==> src/rtl/cpu_sequencer_if.sv <==
// Sequencer <-> datapath/debug bundle for the 8-bit accumulator CPU.
// master drives control inputs; slave is the sequencer.
interface cpu_sequencer_if #(
  parameter int PC_WIDTH     = 5,
  parameter int OPCODE_WIDTH = 4
);
  logic                    run;
  logic                    step_req;
  logic [OPCODE_WIDTH-1:0] opcode;
  logic [PC_WIDTH-1:0]     jmp_target;
  logic                    acc_zero;
  logic [PC_WIDTH-1:0]     pc;
  logic                    ir_ce;
  logic                    ld_ce;
  logic                    st_ce;
  logic                    acc_ce;
  logic                    cy_ce;
  logic                    step_done;
  logic                    halted;
  logic [7:0]              retired;

  modport master (
    output run, step_req, opcode,
    output jmp_target, acc_zero,
    input  pc, ir_ce, ld_ce, st_ce,
    input  acc_ce, cy_ce, step_done,
    input  halted, retired
  );

  modport slave (
    input  run, step_req, opcode,
    input  jmp_target, acc_zero,
    output pc, ir_ce, ld_ce, st_ce,
    output acc_ce, cy_ce, step_done,
    output halted, retired
  );
endinterface

==> src/rtl/cpu_sequencer.sv <==
// Multi-cycle FETCH/DECODE/EXEC control unit with PC,
// free-run, single-step and HALT.
module cpu_sequencer #(
  parameter int PC_WIDTH     = 5,
  parameter int OPCODE_WIDTH = 4,
  parameter logic [OPCODE_WIDTH-1:0] OP_NOP  = 4'h0,
  parameter logic [OPCODE_WIDTH-1:0] OP_LD   = 4'h1,
  parameter logic [OPCODE_WIDTH-1:0] OP_ST   = 4'h2,
  parameter logic [OPCODE_WIDTH-1:0] OP_JMP  = 4'hC,
  parameter logic [OPCODE_WIDTH-1:0] OP_JZ   = 4'hD,
  parameter logic [OPCODE_WIDTH-1:0] OP_HALT = 4'hF
) (
  input logic      clk,
  input logic      rst_n,
  cpu_sequencer_if.slave bus
);

  typedef enum logic [2:0] {
    S_IDLE,
    S_FETCH,
    S_DECODE,
    S_EXEC,
    S_HALT
  } state_e;

  state_e              state_q, state_d;
  logic [PC_WIDTH-1:0] pc_q, pc_d;
  logic [7:0]          ret_q, ret_d;
  logic                step_q, step_d;
  logic                done_q, done_d;

  logic is_nop, is_ld, is_st;
  logic is_jmp, is_jz, is_halt, is_alu;
  logic ir_ce, ld_ce, st_ce, acc_ce, cy_ce;

  always_comb begin
    is_nop  = (bus.opcode == OP_NOP);
    is_ld   = (bus.opcode == OP_LD);
    is_st   = (bus.opcode == OP_ST);
    is_jmp  = (bus.opcode == OP_JMP);
    is_jz   = (bus.opcode == OP_JZ);
    is_halt = (bus.opcode == OP_HALT);
    is_alu  = !(is_nop | is_ld | is_st |
                is_jmp | is_jz | is_halt);
  end

  always_comb begin
    state_d = state_q;
    pc_d    = pc_q;
    ret_d   = ret_q;
    step_d  = step_q;
    done_d  = 1'b0;
    ir_ce   = 1'b0;
    ld_ce   = 1'b0;
    st_ce   = 1'b0;
    acc_ce  = 1'b0;
    cy_ce   = 1'b0;
    unique case (state_q)
      S_IDLE: begin
        if (bus.run) begin
          state_d = S_FETCH;
        end else if (bus.step_req) begin
          state_d = S_FETCH;
          step_d  = 1'b1;
        end
      end
      S_FETCH: begin
        ir_ce   = 1'b1;
        state_d = S_DECODE;
      end
      S_DECODE: state_d = S_EXEC;
      S_EXEC: begin
        ld_ce  = is_ld;
        st_ce  = is_st;
        acc_ce = is_alu;
        cy_ce  = is_alu;
        if (is_halt) begin
          state_d = S_HALT;
        end else begin
          ret_d = ret_q + 8'd1;
          pc_d  = pc_q + PC_WIDTH'(1);
          if (is_jmp || (is_jz && bus.acc_zero))
            pc_d = bus.jmp_target;
          // a step-mode instruction always returns to IDLE
          if (bus.run && !step_q) begin
            state_d = S_FETCH;
          end else begin
            state_d = S_IDLE;
            done_d  = step_q;
            step_d  = 1'b0;
          end
        end
      end
      S_HALT:  state_d = S_HALT;
      default: state_d = S_IDLE;
    endcase
  end

  always_ff @(posedge clk) begin
    if (!rst_n) begin
      state_q <= S_IDLE;
      pc_q    <= '0;
      ret_q   <= '0;
      step_q  <= 1'b0;
      done_q  <= 1'b0;
    end else begin
      state_q <= state_d;
      pc_q    <= pc_d;
      ret_q   <= ret_d;
      step_q  <= step_d;
      done_q  <= done_d;
    end
  end

  assign bus.pc        = pc_q;
  assign bus.retired   = ret_q;
  assign bus.step_done = done_q;
  assign bus.halted    = (state_q == S_HALT);
  assign bus.ir_ce     = ir_ce;
  assign bus.ld_ce     = ld_ce;
  assign bus.st_ce     = st_ce;
  assign bus.acc_ce    = acc_ce;
  assign bus.cy_ce     = cy_ce;

endmodule

==> src/flat_wrapper.sv <==
// flat-port wrapper written by rule: the top's interface ports become plain ports
module cpu_sequencer_flat 
#(
  parameter int PC_WIDTH     = 5,
  parameter int OPCODE_WIDTH = 4,
  parameter logic [OPCODE_WIDTH-1:0] OP_NOP  = 4'h0,
  parameter logic [OPCODE_WIDTH-1:0] OP_LD   = 4'h1,
  parameter logic [OPCODE_WIDTH-1:0] OP_ST   = 4'h2,
  parameter logic [OPCODE_WIDTH-1:0] OP_JMP  = 4'hC,
  parameter logic [OPCODE_WIDTH-1:0] OP_JZ   = 4'hD,
  parameter logic [OPCODE_WIDTH-1:0] OP_HALT = 4'hF
)
  (clk, rst_n, bus_run, bus_step_req, bus_opcode, bus_jmp_target, bus_acc_zero, bus_pc, bus_ir_ce, bus_ld_ce, bus_st_ce, bus_acc_ce, bus_cy_ce, bus_step_done, bus_halted, bus_retired);
  cpu_sequencer_if #(.PC_WIDTH(PC_WIDTH), .OPCODE_WIDTH(OPCODE_WIDTH)) bus_i ();
  input logic clk;
  input logic rst_n;
  input wire logic [$bits(bus_i.run)-1:0] bus_run;
  input wire logic [$bits(bus_i.step_req)-1:0] bus_step_req;
  input wire logic [$bits(bus_i.opcode)-1:0] bus_opcode;
  input wire logic [$bits(bus_i.jmp_target)-1:0] bus_jmp_target;
  input wire logic [$bits(bus_i.acc_zero)-1:0] bus_acc_zero;
  output wire logic [$bits(bus_i.pc)-1:0] bus_pc;
  output wire logic [$bits(bus_i.ir_ce)-1:0] bus_ir_ce;
  output wire logic [$bits(bus_i.ld_ce)-1:0] bus_ld_ce;
  output wire logic [$bits(bus_i.st_ce)-1:0] bus_st_ce;
  output wire logic [$bits(bus_i.acc_ce)-1:0] bus_acc_ce;
  output wire logic [$bits(bus_i.cy_ce)-1:0] bus_cy_ce;
  output wire logic [$bits(bus_i.step_done)-1:0] bus_step_done;
  output wire logic [$bits(bus_i.halted)-1:0] bus_halted;
  output wire logic [$bits(bus_i.retired)-1:0] bus_retired;
  assign bus_i.run = bus_run;
  assign bus_i.step_req = bus_step_req;
  assign bus_i.opcode = bus_opcode;
  assign bus_i.jmp_target = bus_jmp_target;
  assign bus_i.acc_zero = bus_acc_zero;
  assign bus_pc = bus_i.pc;
  assign bus_ir_ce = bus_i.ir_ce;
  assign bus_ld_ce = bus_i.ld_ce;
  assign bus_st_ce = bus_i.st_ce;
  assign bus_acc_ce = bus_i.acc_ce;
  assign bus_cy_ce = bus_i.cy_ce;
  assign bus_step_done = bus_i.step_done;
  assign bus_halted = bus_i.halted;
  assign bus_retired = bus_i.retired;
  cpu_sequencer #(.PC_WIDTH(PC_WIDTH), .OPCODE_WIDTH(OPCODE_WIDTH), .OP_NOP(OP_NOP), .OP_LD(OP_LD), .OP_ST(OP_ST), .OP_JMP(OP_JMP), .OP_JZ(OP_JZ), .OP_HALT(OP_HALT)) u_core (.clk(clk), .rst_n(rst_n), .bus(bus_i));
endmodule
==> config.mk <==
export PLATFORM = sky130hd
export DESIGN_NAME = cpu_sequencer_flat
export DESIGN_NICKNAME = d
export VERILOG_FILES = /design/src/rtl/cpu_sequencer_if.sv /design/src/rtl/cpu_sequencer.sv /design/src/flat_wrapper.sv
export SDC_FILE = /design/constraint.sdc
export NUM_CORES = 1
export LEC_CHECK = 0
export CAP_MARGIN = 40
export CORE_UTILIZATION = 44
export DETAILED_ROUTE_END_ITERATION = 7
export GPL_ROUTABILITY_DRIVEN = 0
export GPL_TIMING_DRIVEN = 0
export PLACE_DENSITY = 0.78
export SYNTH_ARGS = -nofsm -noshare
export SYNTH_HDL_FRONTEND = slang
export SYNTH_SLANG_ARGS = --single-unit
export TNS_END_PERCENT = 10
==> constraint.sdc <==
create_clock -name clk -period 1.7 [get_ports clk]
set_input_delay 0.17 -clock clk [delete_from_list [all_inputs] [get_ports clk]]
set_output_delay 0.17 -clock clk [all_outputs]
set_load 0.01 [all_outputs]
==> results.yml <==
run_status:
  status: "complete, but fails checks"
  violations: "negative setup slack"
cells_and_area:
  multi_input_area_sq_um: 607
  num-nets-final: 172
  n_antenna_cell: 0
  fill_cells: 162
  finalNonFillerCells: 182
  seqCellArea_sq_um: 372
  syn2layout_area_growth_pct: 49.2
  final_layout_size_suffix_gt1_share_pct: 21.3
yosys:
  ys.warnings.count: 0
  synth_nets: 128
  synth_edf_count: 0
  synthArstFlopShare_pct: 0
  ys_seq_area_share_pct: 36.7
  synth.distinct_cells: 37
  ys_seq_elements: 18
  synth_ff_type: "dfxtp_1"
  netlist_instances: 112
  synth_area_sq_um: 981
  avgSynthCellArea_sq_um: 8.76
clock_network:
  cts_buffer_depth: 2
  cts_hold_buf: 0
  clk_pin_slew_ns: 0.11
  cts-buffers-inserted: 3
  worstSkewPairLatency_ns: 0.30
  root_buffer: "clkbuf_4"
  cts_tree: "built"
  htreeDepth: 1
  clock-sinks: 18
sta:
  hold_viol_final: 0
  period_share_pct: 105
  fmax_mhz: 558
  worstMarginPinSlew_ns: 0.412
  maxSlewViolCount: 0
  rsz0062_at_grt: "true"
  finalCriticalPeriod_ns: 1.79
  final.setup.worst_slack_ns: -0.0918
  finalSetupViolations: 2
  fin_worst_skew_ns: 0.00275
  relSlewSlack_pct: 72.3
route:
  vias: 952
  drt.antenna.violating_nets: 0
  routedWlPerCell_microns: 12.8
  totalWireLength_microns: 2330
  vias_per_cell: 5.23
  drt-initial-drc-count: 19
  drc_errors: 0
  dr.pass1.iters: 4
setup_path:
  cp_max_fo: 5
  cp.buffers_inverters: 2
  arrival_ns: 1.62
  path_class: "reg2out"
  start_kind: "register"
  crit_path_end_kind: "primary output"
  crit_family: "simple AND/OR/NAND/NOR gates"
  worstPathRequired_ns: 1.53
  cp_cell_sequence: "nand3b_1 -> buf_6 -> or3_4 -> nor3b_2 -> buf_2"
  max_stage_delay_ns: 0.36
  crit_slowest_cell: "dfxtp_4"
floorplanning:
  die_width_microns: 49.2
  dieHeight_microns: 49.2
  io_pins: 34
  core_sq_um: 2020
  rows: 16
  die-area_sq_um: 2420
  start_util_pct: 48.5
power_and_ir_drop:
  leakage_nw: 0.632
  switching_share_pct: 26.1
  seq_power_share_pct: 50.8
  clkPwrFrac_pct: 30.7
  p_int_mw: 0.664
  peakVddDrop_mv: 0.584
  comb_power_share_pct: 18.5
  power_density_nw_per_um2: 614
  p_switching_mw: 0.235
  finalPower_mw: 0.899
grt:
  antenna_found_initial: 0
  grt_pass1_vias: 845
  top_usage_layer: "met2"
  grt_max_degree: 11
  met1_usage_pct: 25.8
  grt_use_met2_pct: 32.9
  grt_overflow: 0
  grt_util_all_layers_pct: 20.2
  grt_first_pass_wirelength_microns: 3770
  use_met3_pct: 5.61
min_path:
  hp-class: "in2reg"
job:
  drv_cap: 0
place:
  io_buffers: 32
  dp_hpwl_microns: 1580
  place_inst: 171
==> Yosys cell counts, types with 2 or more instances <==
cell      n  share of area, %
a21oi_1   3               1.5
and2_1    8               5.1
buf_2     3               1.5
buf_6     2               2.3
dfxtp_1  18                37
ha_1      2               2.6
mux2i_1   3               3.1
nand2_1  13               5.0
nand3_1   5               2.6
nor2_1    3               1.1
nor2b_1   4               2.6
nor3_1    4               2.0
nor3b_1   6               4.6
nor4_1    3               1.9
o21a_1    2               1.5
o22ai_1   3               1.9
or3_1     2               1.3
xnor2_1   2               1.8
xor2_1    8               7.1
==> flip-flops by register name, summed over array words and instances, names as in the netlist <==
name,flops
u_core.bus.pc,5
u_core.bus.retired,8
u_core.bus.step_done,1
u_core.state_q,3
u_core.step_q,1
==> cells in the final DEF (no fill, tap or decap), types with 3 or more instances in the layout <==
master / n
o22ai_1: 3
nor3b_2: 3
nand2_1: 13
nor2b_1: 4
buf_4: 9
nand3_1: 5
mux2i_1: 3
clkbuf_4: 3
nor3b_1: 3
nor2_1: 3
buf_6: 3
and2_1: 8
nor3_1: 4
dfxtp_4: 3
buf_2: 4
clkdlybuf4s50_1: 26
xor2_1: 8
dfxtp_1: 15
a21oi_1: 3
==> per-stage QoR <==
| step | setup WS [ns] | utilization [%] | area [sq um] | TNS, ns | hold slack [ns] |
|---|---|---|---|---|---|
| 3_5_place_dp | -0.347 | 66.0 | 1340 | -1.77 | 0.469 |
| 3_3_place_gp | -0.315 | 66.0 | 1340 | -1.56 | 0.468 |
| 2_1_floorplan | 0.207 | - | 981 | 0 | 0.322 |
| 4_1_cts | -0.159 | 67.9 | 1370 | -0.291 | 0.172 |
| 6_report | -0.0918 | 72.4 | 1460 | -0.176 | 0.170 |
| 5_1_grt | -0.181 | 72.4 | 1460 | -0.338 | 0.169 |
==> routing by layer <==
layer | vias up | routed length (microns)
li1 | 476 | -
met1 | 437 | 963
met2 | 37 | 1200
met3 | 2 | 158
met4 | 0 | 8
met5 | - | 0
==> cell families after synthesis <==
logic type	after synthesis	synth area share (%)
simple gates	57	33.0
flops	18	36.7
compound gates	15	10.7
xor+xnor	10	8.93
buf+inv	7	4.97
mux	3	3.06
fa+ha+maj	2	2.55
==> final cells by class <==
| cell class | instances | area share, % |
|---|---|---|
| flip-flops and latches | 18 | 25.4 |
| clock buffers | 4 | 2.48 |
| plain buffers | 7 | 3.76 |
| repair buffers | 39 | 24.6 |
| well taps | 27 | 2.31 |
| multi-input cells | 87 | 41.5 |
==> timing repair <==
item | CTS | global route
pin swaps | 0 | 1
endpoints found under the setup margin | 5 | 5
gates resized for setup | 16 | 13
setup buffers | 0 | 7
endpoints found under the hold margin | 0 | 0
==> power by group through the flow <==
| stage | Combinational [mW] | Clock, mW | Sequential (mW) |
|---|---|---|---|
| global placement | 0.146 | 0 | 0.464 |
| CTS | 0.150 | 0.279 | 0.458 |
| global route | 0.180 | 0.305 | 0.461 |
| floorplan | 0.0764 | 0 | 0.464 |
| detailed placement | 0.149 | 0 | 0.465 |
| finish | 0.166 | 0.276 | 0.457 |
==> worst paths after layout <==
kind	from	end	slack (ns)	cells after the start
worst max register to register	u_core.state_q[2]	u_core.bus.retired[5]	0.06	7
worst min register to register	u_core.bus.pc[4]	u_core.bus.pc[4]	0.49	2
worst min-delay path	rst_n	u_core.state_q[0]	0.17	3
worst max-delay path	u_core.state_q[2]	bus_st_ce	-0.09	5
==> worst reg2reg max path: cells and delay by family, from the launching register on <==
family	cells	cell delay (ns)
buffers and inverters	3	0.42
AND/OR/NAND/NOR	3	0.66
flip-flops	1	0.36
XOR/XNOR	1	0.10
No activity file was read; power rests on OpenSTA's default activity.
